$ cat config.mk
export PLATFORM = sky130hd
export DESIGN_NAME = calc_seq_ctrl
export DESIGN_NICKNAME = d
export VERILOG_FILES = /design/src/rtl/calc_seq_ctrl.sv
export SDC_FILE = /design/constraint.sdc
export NUM_CORES = 1
export LEC_CHECK = 0
export BUFFER_PORTS_ARGS = -buffer_cell sky130_fd_sc_hd__buf_2
export CAP_MARGIN = 25
export CORE_MARGIN = 2
export CORE_UTILIZATION = 40
export CTS_BUF_LIST = sky130_fd_sc_hd__clkbuf_8
export CTS_CLUSTER_DIAMETER = 80
export DETAILED_ROUTE_END_ITERATION = 16
export HOLD_SLACK_MARGIN = 0.12
export PLACE_DENSITY = 0.58
export SYNTH_ARGS = -nofsm -noshare
export SYNTH_HDL_FRONTEND = slang
export SYNTH_SLANG_ARGS = --single-unit
$ cat constraint.sdc
create_clock -name clk -period 3.9 [get_ports clk]
set_input_delay 0 -clock clk [delete_from_list [all_inputs] [get_ports clk]]
set_output_delay 0 -clock clk [all_outputs]
set_load 0.005 [all_outputs]
$ cat src/rtl/calc_seq_ctrl.sv
`default_nettype none
// +----------------------------------------------------------------------------+
// | calc_seq_ctrl : calculator entry sequencer, ALU start/done handshake, ERR  |
// |   state and per-operand digit limit. Optional: CALC_SEQ_BACKSPACE_EN       |
// | Revision: 1.0                                                              |
// +----------------------------------------------------------------------------+
module calc_seq_ctrl #(
  parameter int DIGITS = 4,
  parameter int OP_W   = 2
) (
  input  logic                clk,
  input  logic                rst,
  input  logic                is_num,
  input  logic                is_op,
  input  logic                is_eq,
  input  logic                is_clr,
  input  logic                is_del,
  input  logic [3:0]          num_val,
  input  logic [OP_W-1:0]     op_val,
  input  logic [4*DIGITS-1:0] alu_result,
  input  logic                alu_done,
  input  logic                alu_err,
  output logic                alu_start,
  output logic [4*DIGITS-1:0] num1_bcd,
  output logic [4*DIGITS-1:0] num2_bcd,
  output logic [OP_W-1:0]     operation,
  output logic [2:0]          curr_state,
  output logic                entry_full,
  output logic                err
);

  localparam int W  = 4 * DIGITS;
  localparam int CW = $clog2(DIGITS + 1);
  localparam logic [CW-1:0] C_FULL = CW'(DIGITS);

  typedef enum logic [2:0] {
    S_N1   = 3'd0,
    S_OP   = 3'd1,
    S_N2   = 3'd2,
    S_CALC = 3'd3,
    S_EQ   = 3'd4,
    S_ERR  = 3'd5
  } state_t;

  state_t          state_q, state_d;
  logic [W-1:0]    num1_q, num1_d, num2_q, num2_d, shadow_q, shadow_d;
  logic [OP_W-1:0] op_q, op_d, pend_q, pend_d;
  logic [CW-1:0]   cnt1_q, cnt1_d, cnt2_q, cnt2_d;
  logic            tgt_eq_q, tgt_eq_d;
  logic            alu_start_q, alu_start_d;
  logic            full_q, full_d;
  logic            err_q, err_d;

  logic [W-1:0]    act_val, app_val, first_val;
  logic [CW-1:0]   act_cnt, app_cnt, first_cnt;
  logic            digit_ok;

`ifdef CALC_SEQ_BACKSPACE_EN
  logic [W-1:0]    del_val;
  logic [CW-1:0]   del_cnt;
`else
  logic            unused_del;
  assign unused_del = is_del;
`endif

  // Candidate append result for whichever operand is being entered
  always_comb begin
    act_val   = (state_q == S_N2) ? num2_q : num1_q;
    act_cnt   = (state_q == S_N2) ? cnt2_q : cnt1_q;
    digit_ok  = (num_val <= 4'd9);
    first_val = W'(num_val);
    first_cnt = (num_val == 4'd0) ? CW'(0) : CW'(1);
    app_val   = act_val;
    app_cnt   = act_cnt;
    if (digit_ok && (act_cnt != C_FULL) && !((act_val == '0) && (num_val == 4'd0))) begin
      app_val = (act_val << 4) | W'(num_val);
      app_cnt = act_cnt + CW'(1);
    end
`ifdef CALC_SEQ_BACKSPACE_EN
    del_val = act_val >> 4;
    del_cnt = (act_cnt == '0) ? act_cnt : act_cnt - CW'(1);
`endif
  end

  always_comb begin
    state_d     = state_q;
    num1_d      = num1_q;
    num2_d      = num2_q;
    shadow_d    = shadow_q;
    op_d        = op_q;
    pend_d      = pend_q;
    cnt1_d      = cnt1_q;
    cnt2_d      = cnt2_q;
    tgt_eq_d    = tgt_eq_q;
    alu_start_d = 1'b0;

    if (is_clr) begin
      state_d = S_N1;
      num1_d  = '0;
      num2_d  = '0;
      op_d    = '0;
      cnt1_d  = '0;
      cnt2_d  = '0;
    end else begin
      case (state_q)
        S_N1: begin
          if (is_eq) begin
          end else if (is_op) begin
            op_d    = op_val;
            state_d = S_OP;
`ifdef CALC_SEQ_BACKSPACE_EN
          end else if (is_del) begin
            num1_d = del_val;
            cnt1_d = del_cnt;
`endif
          end else if (is_num) begin
            num1_d = app_val;
            cnt1_d = app_cnt;
          end
        end
        S_OP: begin
          if (is_eq) begin
          end else if (is_op) begin
            op_d = op_val;
          end else if (is_num && digit_ok) begin
            num2_d  = first_val;
            cnt2_d  = first_cnt;
            state_d = S_N2;
          end
        end
        S_N2: begin
          if (is_eq || is_op) begin
            // num2 is snapshotted so a repeated '=' can replay it
            shadow_d    = num2_q;
            tgt_eq_d    = is_eq;
            state_d     = S_CALC;
            alu_start_d = 1'b1;
            if (!is_eq) pend_d = op_val;
`ifdef CALC_SEQ_BACKSPACE_EN
          end else if (is_del) begin
            num2_d = del_val;
            cnt2_d = del_cnt;
`endif
          end else if (is_num) begin
            num2_d = app_val;
            cnt2_d = app_cnt;
          end
        end
        S_CALC: begin
          if (alu_done) begin
            if (alu_err) begin
              state_d = S_ERR;
            end else begin
              num1_d = alu_result;
              num2_d = '0;
              cnt2_d = '0;
              if (tgt_eq_q) begin
                state_d = S_EQ;
              end else begin
                op_d    = pend_q;
                state_d = S_OP;
              end
            end
          end
        end
        S_EQ: begin
          if (is_eq) begin
            num2_d      = shadow_q;
            tgt_eq_d    = 1'b1;
            state_d     = S_CALC;
            alu_start_d = 1'b1;
          end else if (is_op) begin
            op_d    = op_val;
            state_d = S_OP;
          end else if (is_num && digit_ok) begin
            num1_d  = first_val;
            cnt1_d  = first_cnt;
            num2_d  = '0;
            cnt2_d  = '0;
            state_d = S_N1;
          end
        end
        S_ERR: begin
          if (is_eq || is_op) begin
          end else if (is_num && digit_ok) begin
            num1_d  = first_val;
            cnt1_d  = first_cnt;
            num2_d  = '0;
            cnt2_d  = '0;
            state_d = S_N1;
          end
        end
        default: state_d = S_N1;
      endcase
    end

    full_d = ((state_d == S_N1) && (cnt1_d == C_FULL)) ||
             ((state_d == S_N2) && (cnt2_d == C_FULL));
    err_d  = (state_d == S_ERR);
  end

  always_ff @(posedge clk) begin
    if (!rst) begin
      state_q     <= S_N1;
      num1_q      <= '0;
      num2_q      <= '0;
      shadow_q    <= '0;
      op_q        <= '0;
      pend_q      <= '0;
      cnt1_q      <= '0;
      cnt2_q      <= '0;
      tgt_eq_q    <= 1'b0;
      alu_start_q <= 1'b0;
      full_q      <= 1'b0;
      err_q       <= 1'b0;
    end else begin
      state_q     <= state_d;
      num1_q      <= num1_d;
      num2_q      <= num2_d;
      shadow_q    <= shadow_d;
      op_q        <= op_d;
      pend_q      <= pend_d;
      cnt1_q      <= cnt1_d;
      cnt2_q      <= cnt2_d;
      tgt_eq_q    <= tgt_eq_d;
      alu_start_q <= alu_start_d;
      full_q      <= full_d;
      err_q       <= err_d;
    end
  end

  assign alu_start  = alu_start_q;
  assign num1_bcd   = num1_q;
  assign num2_bcd   = num2_q;
  assign operation  = op_q;
  assign curr_state = state_q;
  assign entry_full = full_q;
  assign err        = err_q;

endmodule
`default_nettype wire

Yosys cells after proc, flatten, opt, wreduce, memory -nomap -nowiden --
Cells that the tools add are included. Widths: inputs -> output; s select.
Storage, ports and cells: memories kept 0, bits in writable memories 0, logic and storage cells 147, bits in latches 0, bits of input ports 31, ROM bits 0, bits in registers 65
Operators by class: shift-type cells 0, bitwise operators 4, reduce and logical (&&, ||, !) cells 25, $add $sub $neg 1, div/mod/pow operators 0, eq/ne operators 29, $lt $le $gt $ge 1, $mul 0, multiplexer cells 75
Operators with widths (number):
- $mux 16 | 21
- $mux 3 | 36
- $pmux 16 s5 | 1
- $pmux 16 s4 | 1
- $ne 2x2->1 const B | 16
- $pmux 3 s6 | 1
- $logic_not 16->1 | 1
- $or 16x4->16 | 1
- $eq 3x3->1 const B | 5
- $pmux 3 s5 | 1
- $mux 2 | 5
- $reduce_and 10->1 | 1
- $eq 3x2->1 const B | 3
- $pmux 3 s3 | 1
- $reduce_and 9->1 | 1
- $reduce_and 4->1 | 2
- $logic_and 1x1->1 | 6
- $logic_not 3->1 | 2
- $ne 3x3->1 const B | 2
- $reduce_and 6->1 | 1
- $mux 1 | 5
- $reduce_bool 5->1 | 1
- $le 4x4->1 const B | 1
- $logic_not 4->1 | 1
- other kinds (13) | 19

Longest topological paths before layout --
Gate-level depths: netlist of the first run.
word-level depth 15, depth in mapped cells 13

Worst setup path before layout of the first run --
Ideal clock, no wire load.
path kind register -> register, start point register state_q[2] (netlist: curr_state[2]), end point register num2_q[13] (netlist: num2_bcd[13]), stages on the path, launching flop included 14, clock period less this slack 3084 ps, data arrival time 2955 ps, slack 816 ps, cells stage by stage dfxtp_1 > buf_4 > nor3b_4 > clkbuf_1 > clkbuf_1 > mux2i_1 > ha_1 > inv_1 > o32ai_4 > nor2_4 > buf_6 > mux2_4 > a222oi_1 > o21ai_0
On the way: word-level cells in the longest chain between the ends 10
Ends and longest elaborated chain:
- start, declared | RTL line 45 | state_t state_q, state_d;
- start signal, assigned | RTL line 217 | state_q <= state_d;
- $eq 3x2->1 | RTL line 68, 69, 105
- $mux 16 | RTL line 68 | act_val = (state_q == S_N2) ? num2_q : num1_q;
- $logic_not 16->1 | RTL line 75 | if (digit_ok && (act_cnt != C_FULL) && !((act_val == '0) && (num_val == 4'd0))) begin
- $logic_and 1x1->1 | RTL line 75
- $logic_not 1->1 | RTL line 75
- $logic_and 1x1->1 | RTL line 75
- $mux 16 | RTL line 75
- $mux 16 | RTL line 144 | end else if (is_num) begin
- $mux 16 | RTL line 132 | if (is_eq || is_op) begin
- $pmux 16 s5 | RTL line 105 | case (state_q)
- end signal, assigned | RTL line 219 | num2_q <= num2_d;
- end, declared | RTL line 46 | logic [W-1:0] num1_q, num1_d, num2_q, num2_d, shadow_q, shadow_d;
Several ways; a longest one is shown, not always the timed one. The select of a mux whose other input is x is not followed. A chain may end at the register's enable or synchronous reset.

Worst setup path in the final report of the first run --
start point register state_q[1] (netlist: curr_state[1]), end point register pend_q[0]
On the way: word-level cells in the longest chain between the ends 2
Ends and longest elaborated chain:
- $eq 3x2->1 | RTL line 105
- $reduce_and 4->1 (no source line)
- end signal, assigned | RTL line 222 | pend_q <= pend_d;
- end, declared | RTL line 47 | logic [OP_W-1:0] op_q, op_d, pend_q, pend_d;
No other way between the ends.

==> results of run 1 <==
cell type report:
type	instances	area [um^2]	area share
flip-flops and latches	65	1301	0.2682
clock buffers	10	137.6	0.02837
clock inverters	6	112.6	0.02321
inverters	5	18.77	0.003869
well taps	129	161.4	0.03327
repair buffers	114	760.7	0.1568
multi-input cells	375	2359	0.4862
cells in the mapped netlist, types with 3 or more instances:
| cell | number | area share |
|---|---|---|
| nor2b_1 | 7 | 0.011 |
| dfxtp_1 | 65 | 0.34 |
| a21boi_0 | 22 | 0.043 |
| buf_1 | 4 | 0.0039 |
| nand3b_1 | 3 | 0.0059 |
| nand3_1 | 26 | 0.034 |
| a222oi_1 | 12 | 0.031 |
| nor2_1 | 24 | 0.023 |
| a22oi_1 | 4 | 0.0078 |
| a31oi_1 | 4 | 0.0065 |
| mux2_4 | 3 | 0.012 |
| nand2_1 | 58 | 0.057 |
| mux2_2 | 10 | 0.029 |
| nand2b_1 | 6 | 0.0098 |
| a21o_1 | 3 | 0.0059 |
| o32a_1 | 4 | 0.010 |
| inv_1 | 5 | 0.0049 |
| o21ai_1 | 5 | 0.0065 |
| and3_1 | 14 | 0.023 |
| o31ai_1 | 3 | 0.0059 |
| a32o_1 | 4 | 0.010 |
| a22o_1 | 4 | 0.0091 |
| or3_1 | 4 | 0.0065 |
| nor3_1 | 6 | 0.0078 |
| a221oi_1 | 5 | 0.011 |
| nor4_1 | 9 | 0.015 |
| a21oi_1 | 32 | 0.042 |
| o211ai_1 | 15 | 0.029 |
| and2_1 | 8 | 0.013 |
| clkbuf_1 | 29 | 0.028 |
| mux2i_1 | 4 | 0.010 |
| o21ai_0 | 48 | 0.063 |
worst reg2reg max path, stage by stage (launching register included):
cell and delay [ns]:
dfxtp_1 0.34, buf_4 0.26, or3b_1 0.40, buf_4 0.24, or3_1 0.70, nor2_1 0.25, nand2_1 0.08, dlygate4sd3_1 0.55
a21boi_0 0.15, dlygate4sd3_1 0.56
report_power, final:
part	switching, mW	leakage, nW	internal, mW
clock	0.293	0.127	0.446
sequential	0.00323	0.524	0.666
combinational	0.0757	1.30	0.0590
total	0.372	1.95	1.17
what timing repair did:
| item | 4_1_cts | 5_1_grt |
|---|---|---|
| hold buffers | 31 | 0 |
| gates resized for setup | 0 | 0 |
| buffers inserted | 0 | 0 |
| hold endpoints to repair | 25 | 0 |
layer usage:
| metal | share of wire | up-vias |
|---|---|---|
| met5 | 0 | - |
| met4 | 0.012 | 0 |
| met3 | 0.066 | 11 |
| met2 | 0.44 | 145 |
| met1 | 0.48 | 1938 |
| li1 | - | 1995 |
flip-flops by register name (all words and copies together), names as in the netlist:
name and flops:
cnt1_q 3, cnt2_q 3, entry_full 1, num2_bcd 16
shadow_q 16, curr_state 3, tgt_eq_q 1, err 1
num1_bcd 16, alu_start 1, pend_q 2, operation 2
worst min-delay path by stage:
| stage | depth (start not counted) | to | from |
|---|---|---|---|
| 6_report | 2 | shadow_q[0] | rst |
| 2_1_floorplan | 2 | alu_start | is_op |
| 4_1_cts | 2 | shadow_q[15] | rst |
| 3_3_place_gp | 3 | pend_q[1] | op_val[1] |
| 5_1_grt | 2 | shadow_q[13] | rst |
| 3_5_place_dp | 3 | pend_q[1] | op_val[1] |
cells by family after synthesis:
| logic type | count (synthesis) | synth area share |
|---|---|---|
| AND/OR/NAND/NOR | 175 | 0.2341 |
| AO/OA/AOI/OAI | 180 | 0.3202 |
| flip-flops | 65 | 0.3391 |
| XOR/XNOR | 1 | 0.002283 |
| adder cells (fa/ha/maj) | 2 | 0.006520 |
| multiplexers | 17 | 0.05152 |
| buffers and inverters | 42 | 0.04630 |
==> impl_results.md, run 1 <==
* FILL cells at 952
* WP data required at 4.19 ns
* Fin cells at 704
* Worst-path clk slew at 0.08 ns
* Clock buffer depth at 2
* Worst R2R Setup Slack at 0.32 ns
* Grt ovf at 0
* Busiest grt layer: met2
* Gr usage total at 0.2494
* Post-Place Worst Slack at 1.020 ns
* Worst skew pair latency at 0.35 ns
* First-pass iteration count of the detailed router at 5
* Crit-path max FO at 28
* Synth unique cells at 58
* Period utilization at 0.9190
* Final Wtd Congestion at 0.9028
* Max Clk Rate at 279.0 MHz
* Stages on worst setup path at 9
* Initial antenna violation count at 0
* Crit path kind: reg -> reg
* Worst setup path endpoint: pend_q[0]
* Syn Std Cell Area at 3837 um^2
* IO Pins at 71
* Synthesized area per cell at 7.961 um^2
* Vias/cell at 5.808
* CP endpoint kind: flop
* Drt total wl at 12640 um
* Total number of yosys warnings at 0
* Commonest non-fill, non-tap cell in the layout: buf_2
* Finished Core Util at 0.5225
* Final instance area at 4851 um^2
* Setup TNS at 0 ns
* Final nets at 603
* Die footprint at 10390 um^2
* Routing usage on met2 at 0.3699
* Met1 GRT Util at 0.3682
* Total number of vias at 4089
* Maximum VDD drop at 144.5 uV
* Critical path data arrival time at 3.87 ns
* Reg2reg end: pend_q[0]
* Setup Skew at 0.01107 ns
* Placement Rows at 35
* TritonCTS clock tree: yes
* Clock H-tree levels at 3
* Final Max Slew Viols at 0
* FF+latch count, synth at 65
* Post-route DRC at 0
* Initial Utilization at 0.4133
* Buf/Inv on CP at 4
* Initial detailed-routing violation count at 433
* Final WS setup at 0.3158 ns
* EDFF count, synth at 0
* Relative slew slack at 0.3560
* Core region area at 9284 um^2
* Placed insts at 657
* Ant diodes at 0
* Final hold violation count at 0
* Chip Width at 101.9 um
* Port Buf Inserts at 69
* Most frequent cells in the layout: buf_2, dfxtp_1, nand2_1
* Status: finished clean
* Grt met3 use at 0.05130
* Setup Viol. Count Final at 0
* Leakage at 1.952 nW
* Cell family with most CP delay: buffers and inverters
* Hold Slack at 0.1276 ns
* Cts bufs inserted at 9
* RSZ-0062 raised after global routing: no
* ANT nets after route at 0
* Clock sinks at 65
* Reg2reg path depth at 9
* Ys async rst share at 0
* Clk root buf: clkbuf_8
* HP Class: in -> reg
* First-pass GRT wire length at 20170 um
* DP Area at 4290 um^2
* Predominant post-synthesis flop cell: dfxtp_1
* FF-to-FF Start: curr_state[1]
* Pwr Density at 318.1 nW/um^2
* Minimum clock period at 3.584 ns
* CP Cell Sequence: buf_4 > or3b_1 > buf_4 > or3_1 > nor2_1 > nand2_1 > dlygate4sd3_1 > a21boi_0 > dlygate4sd3_1
* Sequential cell area fraction in the yosys report at 0.3391
* Max-cap viol count at 0
* CP startpoint: curr_state[1]
* Total Power at 1.543 mW
* Syn_nets at 515
* Vias in the first global route at 3808
* DR WL/cell at 17.95 um
* Area Growth Syn to Fin at 26.41%
* Slew of the pin with the lowest slew margin at 0.9660 ns
* Critical-path top delay cell: or3_1
* HPWL Detailed at 8422 um
* Syn Inst Count at 482
* Die Y at 101.9 um
* Fraction of layout instances using a drive strength above 1 at 0.2087
* Critical path launch point type: flop
* CP max stage delay at 0.70 ns
* Largest net degree at the start of global routing at 29
(Power assumes the default switching activity.)
==> inputs of run 2 (changes only) <==
==> constraint.sdc (replaced) <==
create_clock -name clk -period 4.24 [get_ports clk]
set_input_delay 0 -clock clk [delete_from_list [all_inputs] [get_ports clk]]
set_output_delay 0 -clock clk [all_outputs]
set_load 0.005 [all_outputs]
==> run 2 against run 1 <==
Net effect:
- worst setup slack gained 0.052 ns
- utilization shrank 0.24 points
- combinational power shrank 12%
- clock-buffer cell count shrank 1
- critical path depth is the same
- clock skew shrank 0.00089 ns
- critical endpoint unchanged
==> impl_results.md, run 2 (same netlist as run 1, synthesis figures left out) <==
* Status: finished clean
* Total number of vias at 4072 (-0.42%)
* Crit path kind: reg -> reg
* Setup TNS at 0 ns (unchanged)
* Placed insts at 655 (-0.30%)
* DR WL/cell at 17.92 um (-0.18%)
* Period utilization at 0.9133 (-0.005681)
* Gr usage total at 0.2481 (-0.001321)
* First-pass iteration count of the detailed router at 5 (unchanged)
* Largest net degree at the start of global routing at 30 (+3.4%)
* Core region area at 9284 um^2 (unchanged)
* ANT nets after route at 0 (unchanged)
* Final Max Slew Viols at 0 (unchanged)
* Final Wtd Congestion at 0.8872 (-1.7%)
* Critical path data arrival time at 4.16 ns (+0.29 ns)
* Drt total wl at 12580 um (-0.46%)
* Initial Utilization at 0.4133 (unchanged)
* WP data required at 4.53 ns (+0.34 ns)
* Chip Width at 101.9 um (unchanged)
* Post-CTS sizing at 0 (unchanged)
* Final instance area at 4828 um^2 (-0.46%)
* Worst-path clk slew at 0.08 ns (about the same)
* Worst skew pair latency at 0.35 ns (about the same)
* Final nets at 601 (-0.33%)
* Max-cap viol count at 0 (unchanged)
* Die Y at 101.9 um (unchanged)
* RSZ-0062 raised after global routing: no
* DP Area at 4275 um^2 (-0.35%)
* Fraction of layout instances using a drive strength above 1 at 0.2042 (-0.004507)
* Final WS setup at 0.3674 ns (+0.05162 ns)
* Most frequent cells in the layout: buf_2, dfxtp_1, nand2_1
* Final hold violation count at 0 (unchanged)
* Ant diodes at 0 (unchanged)
* Slew of the pin with the lowest slew margin at 0.9169 ns (-0.04909 ns)
* Port Buf Inserts at 69 (unchanged)
* Post-route DRC at 0 (unchanged)
* Pwr Density at 289.0 nW/um^2 (-9.2%)
* Grt ovf at 0 (unchanged)
* Initial antenna violation count at 0 (unchanged)
* Setup Viol. Count Final at 0 (unchanged)
* First-pass GRT wire length at 20080 um (-0.44%)
* Relative slew slack at 0.3887 (+0.03273)
* HP Class: in -> reg
* Crit-path max FO at 29 (+3.6%)
* Clk root buf: clkbuf_8
* Leakage at 1.936 nW (-0.82%)
* TritonCTS clock tree: yes
* HPWL Detailed at 8520 um (+1.2%)
* Area Growth Syn to Fin at 25.82%
* Minimum clock period at 3.873 ns (+0.2884 ns)
* Clock buffer depth at 2 (unchanged)
* Initial detailed-routing violation count at 387 (-11%)
* IO Pins at 71 (unchanged)
* Post-Place Worst Slack at 0.8953 ns (-0.1252 ns)
* CP endpoint kind: flop
* Cts bufs inserted at 9 (unchanged)
* Max Clk Rate at 258.2 MHz (-7.4%)
* Vias/cell at 5.801 (-0.13%)
* Clock H-tree levels at 3 (unchanged)
* Setup Skew at 0.01018 ns (-0.0008856 ns)
* Placement Rows at 35 (unchanged)
* Critical path launch point type: flop
* Fin cells at 702 (-0.28%)
* Commonest non-fill, non-tap cell in the layout: buf_2
* Clock sinks at 65 (unchanged)
* Maximum VDD drop at 154.0 uV (+6.6%)
* Die footprint at 10390 um^2 (unchanged)
* Vias in the first global route at 3870 (+1.6%)
==> run 2: cell count changes in the layout (fill, tap and decap cells not counted) <==
cell	before	now
inv_6	2	1
clkinv_2	1	0
clkbuf_8	10	9
clkinv_4	0	1
buf_4	14	12
clkinvlp_4	0	1
inv_1	5	6
==> run 2: report_power, final <==
| part | internal (mW) | switching, mW | leakage, nW | total [mW] |
|---|---|---|---|---|
| logic | 0.0530 | 0.0665 | 1.29 | 0.119 |
| clock network | 0.392 | 0.267 | 0.121 | 0.659 |
| registers | 0.612 | 0.00445 | 0.524 | 0.617 |
==> run 2: worst max-delay path, cell delays in order, from the launching register on <==
cell,delay [ns]
dfxtp_1,0.62
buf_4,0.26
or3b_1,0.35
buf_4,0.23
or3_1,0.71
nor2_1,0.25
nand2_1,0.09
dlygate4sd3_1,0.57
a21boi_0,0.16
dlygate4sd3_1,0.57
==> run 2: cell type report <==
cell class                 instances  area [um^2]
timing repair buffer             112        745.7
clock inverter                     7        118.9
sequential                        65         1301
tap                              129        161.4
multi-input combinational        375         2359
clock buffer                       9        123.9
fill                             936         4456
inverter                           5        18.77
==> run 2: per-layer routing <==
layer	track usage	vias up	share of wire
met5	0	-	0
li1	-	1986	-
met4	0.08205	0	0.017
met1	0.3483	1930	0.47
met2	0.3942	134	0.45
met3	0.03352	22	0.056
==> run 2: final timing paths <==
kind | from | endpoint | slack (ns) | depth (start not counted)
hold reg to reg | shadow_q[8] | shadow_q[8] | 0.47 | 2
setup reg to reg | curr_state[1] | pend_q[0] | 0.37 | 9
hold / removal | rst | shadow_q[14] | 0.13 | 2
setup / recovery | curr_state[1] | pend_q[0] | 0.37 | 9
==> run 2: timing repair <==
item	in CTS	in global routing
setup endpoints to repair	0	0
endpoints found under the hold margin	25	0
hold buffers	31	0
buffers inserted	0	0
==> run 2: metrics by stage <==
stage	total power, mW	utilization	hold WS (ns)
4_1_cts	1.401	0.5201	0.1214
3_3_place_gp	0.7277	0.4597	0.2711
5_1_grt	1.440	0.5201	0.1425
3_5_place_dp	0.7287	0.4605	0.2830
6_report	1.395	0.5201	0.1315
2_1_floorplan	0.6909	-	0.1388
==> inputs of run 3 (changes only) <==
--- a/config.mk
+++ b/config.mk
@@ -5,6 +5,7 @@
 export SDC_FILE = /design/constraint.sdc
 export NUM_CORES = 1
 export LEC_CHECK = 0
+export ABC_AREA = 1
 export BUFFER_PORTS_ARGS = -buffer_cell sky130_fd_sc_hd__buf_2
 export CAP_MARGIN = 25
 export CORE_MARGIN = 2
==> run 3 against run 2 <==
Net effect:
- area after synthesis rose by 1.3%
- largest cell class unchanged
- cell count increased by 19%
- worst hold slack better by 0.019 ns
- sequential cell count unchanged
==> impl_results.md, run 3 <==
* Worst setup path endpoint: pend_q[1]
* Pwr Density at 288.9 nW/um^2 (about the same)
* Commonest cells in the netlist: nand2_1, inv_1, a21oi_1, dfxtp_1, nor2_1
* Setup Viol. Count Final at 0 (unchanged)
* Worst skew pair latency at 0.35 ns (about the same)
* Cts bufs inserted at 9 (unchanged)
* Final Max Slew Viols at 0 (unchanged)
* HPWL Detailed at 8884 um (+4.3%)
* Final WS setup at 0.4290 ns (+0.06155 ns)
* Setup Skew at 0.01053 ns (+0.0003430 ns)
* Crit path kind: reg -> reg
* Reg2reg path depth at 10 (+1)
* Maximum VDD drop at 167.1 uV (+8.5%)
* First-pass GRT wire length at 19950 um (-0.62%)
* Most common cell in the netlist: nand2_1
* Vias in the first global route at 3910 (+1.0%)
* Die Y at 102.6 um (+0.61%)
* Drt total wl at 12520 um (-0.50%)
* Chip Width at 102.6 um (+0.61%)
* IO Pins at 71 (unchanged)
* First-pass iteration count of the detailed router at 5 (unchanged)
* Critical path data arrival time at 4.05 ns (-0.11 ns)
* Synthesized area per cell at 6.371 um^2 (-20%)
* Switch share at 0.2766 (+0.03431)
* Synth unique cells at 39 (-33%)
* TritonCTS clock tree: yes
* Syn_nets at 643 (+25%)
* Core region area at 9328 um^2 (+0.47%)
* Clock buffer depth at 2 (unchanged)
* Clk root buf: clkbuf_8
* Max Clk Rate at 262.4 MHz (+1.6%)
* Gr usage total at 0.2445 (-0.003612)
* Placement Rows at 35 (unchanged)
* Syn Inst Count at 610 (+27%)
* Post-route DRC at 0 (unchanged)
* WP data required at 4.48 ns (-0.05 ns)
* Combinational power share at 0.114 (+0.028)
* Final instance area at 4856 um^2 (+0.57%)
* Total Power at 1.403 mW (+0.57%)
* Total number of yosys warnings at 0 (unchanged)
* P_int at 1.015 mW (-4.0%)
* P_sw at 0.3882 mW (+15%)
* Setup TNS at 0 ns (unchanged)
* Critical path launch point type: flop
* Period utilization at 0.8988 (-0.01452)
* Largest net degree at the start of global routing at 34 (+13%)
* Leakage at 2.205 nW (+14%)
* Final nets at 735 (+22%)
* Max-cap viol count at 0 (unchanged)
* Syn Std Cell Area at 3886 um^2 (+1.3%)
* Final Wtd Congestion at 0.9377 (+5.7%)
* Predominant post-synthesis flop cell: dfxtp_1
* Clock sinks at 65 (unchanged)
* Worst R2R Setup Slack at 0.43 ns (+0.06 ns)
* Initial detailed-routing violation count at 318 (-18%)
* CP endpoint kind: flop
* Post-CTS sizing at 0 (unchanged)
* EDFF count, synth at 0 (unchanged)
* Area leader, netlist: dfxtp_1
* Clock H-tree levels at 3 (unchanged)
* Status: finished clean
* FF+latch count, synth at 65 (unchanged)
* Post-Place Worst Slack at 0.9483 ns (+0.05301 ns)
* Total number of vias at 4269 (+4.8%)
* RSZ-0062 raised after global routing: no
* Crit-path max FO at 29 (unchanged)
* Setup bufs post-CTS at 0 (unchanged)
* Sequential cell area fraction in the yosys report at 0.3348 (-0.004258)
* CP startpoint: curr_state[1]
* Fraction of layout instances using a drive strength above 1 at 0.1627 (-0.04153)
* Vias/cell at 5.106 (-12%)
* Initial antenna violation count at 0 (unchanged)
* Port Buf Inserts at 69 (unchanged)
* Initial Utilization at 0.4166 (+0.003291)
* Share of the synthesized area in the top cell type at 0.3348 (-0.004258)
* ANT nets after route at 0 (unchanged)
* Grt ovf at 0 (unchanged)
* Ant diodes at 0 (unchanged)
* Clock network power share at 0.443 (-0.029)
* DP Area at 4288 um^2 (+0.29%)
* Seq pwr share at 0.443 (about the same)
* Slew of the pin with the lowest slew margin at 0.8684 ns (-0.04856 ns)
* Most frequent cells in the layout: nand2_1, inv_1, buf_2
* Final hold violation count at 0 (unchanged)
* Area Growth Syn to Fin at 24.95%
* Relative slew slack at 0.4205 (+0.03173)
* Reg2reg end: pend_q[1]
* DR WL/cell at 14.97 um (-16%)
* Commonest non-fill, non-tap cell in the layout: nand2_1
* HP Class: in -> reg
* Ys async rst share at 0 (unchanged)
* Synth top area cells: dfxtp_1, nand2_1, a21oi_1
* FILL cells at 985 (+5.2%)
* Worst-path clk slew at 0.08 ns (about the same)
* Die footprint at 10520 um^2 (+1.2%)
* FF-to-FF Start: curr_state[1]
* Minimum clock period at 3.811 ns (-0.06155 ns)
## run 3: changes by cell type after synthesis, moves of 12 or more
cell / previous run / this run
clkbuf_1: 29 / 14
a222oi_1: 12 / 0
o21ai_0: 48 / 35
nor2_1: 24 / 49
inv_1: 5 / 73
a21boi_0: 22 / 0
a21oi_1: 32 / 66
o211ai_1: 15 / 3
and3_1: 14 / 0
nand2_1: 58 / 178
## run 3: through the flow
| stage | util | hold slack, ns | cells |
|---|---|---|---|
| floorplan | - | 0.1357 | 610 |
| global placement | 0.4597 | 0.2659 | 786 |
| detailed placement | 0.4597 | 0.2736 | 786 |
| CTS | 0.5206 | 0.1226 | 836 |
| global route | 0.5206 | 0.1795 | 836 |
| finish | 0.5206 | 0.1508 | 836 |
## run 3: power groups by stage
stage	logic [mW]	clock network [mW]	registers, mW
finish	0.160	0.621	0.622
global route	0.178	0.655	0.623
CTS	0.158	0.629	0.622
detailed placement	0.139	0	0.636
global placement	0.138	0	0.636
floorplan	0.0951	0	0.636
## run 3: per-layer routing
metal  GRT usage  share of wire  up-vias
li1            -              -     2189
met1      0.3671           0.50     1920
met2      0.3680           0.43      145
met3     0.03119          0.059       15
met4     0.06667          0.011        0
met5           0              0        -
## run 3: area by class of cell
type	count	area, um^2	share of cell area
repair buffers	111	745.7	0.1536
flip-flops and latches	65	1301	0.2680
clock inverters	7	103.9	0.02139
inverters	76	285.3	0.05875
clock buffers	9	123.9	0.02551
multi-input cells	439	2135	0.4396
well taps	129	161.4	0.03324
## run 3: cells by family (layout without fill, tap and decap cells)
group | Yosys count | in the layout | share of synthesized area
adders and majority gates | 2 | 2 | 0.006438
muxes | 1 | 1 | 0.002576
xor gates and xnor gates | 1 | 1 | 0.002254
DFF | 65 | 65 | 0.3348
and+or+nand+nor | 280 | 280 | 0.3014
AOI/OAI and AO/OA | 155 | 155 | 0.2366
buffers and inverters | 106 | 203 | 0.1159
## run 3: worst max-delay path, stage by stage, from the launching register on
cell	delay (ns)
dfxtp_1	0.72
nand2_2	0.51
inv_2	0.29
buf_4	0.25
nand2_1	0.14
nor2_1	0.15
inv_1	0.25
nor3_1	0.21
dlygate4sd3_1	0.58
nor2_1	0.05
dlygate4sd3_1	0.55
## run 3: worst min-delay path by stage
| stage | startpoint | to | slack (ns) | depth (start not counted) |
|---|---|---|---|---|
| final | alu_done | curr_state[2] | 0.15 | 5 |
| after global routing | alu_done | curr_state[2] | 0.18 | 5 |
| after CTS | alu_done | curr_state[2] | 0.12 | 5 |
| after detailed placement | op_val[0] | pend_q[0] | 0.27 | 3 |
| after global placement | op_val[0] | pend_q[0] | 0.27 | 3 |
| after floorplan | rst | pend_q[1] | 0.14 | 2 |
## run 3: timing repair
action	4_1_cts	5_1_grt
hold endpoints to repair	34	0
hold buffers	34	0
setup endpoints to repair	0	0
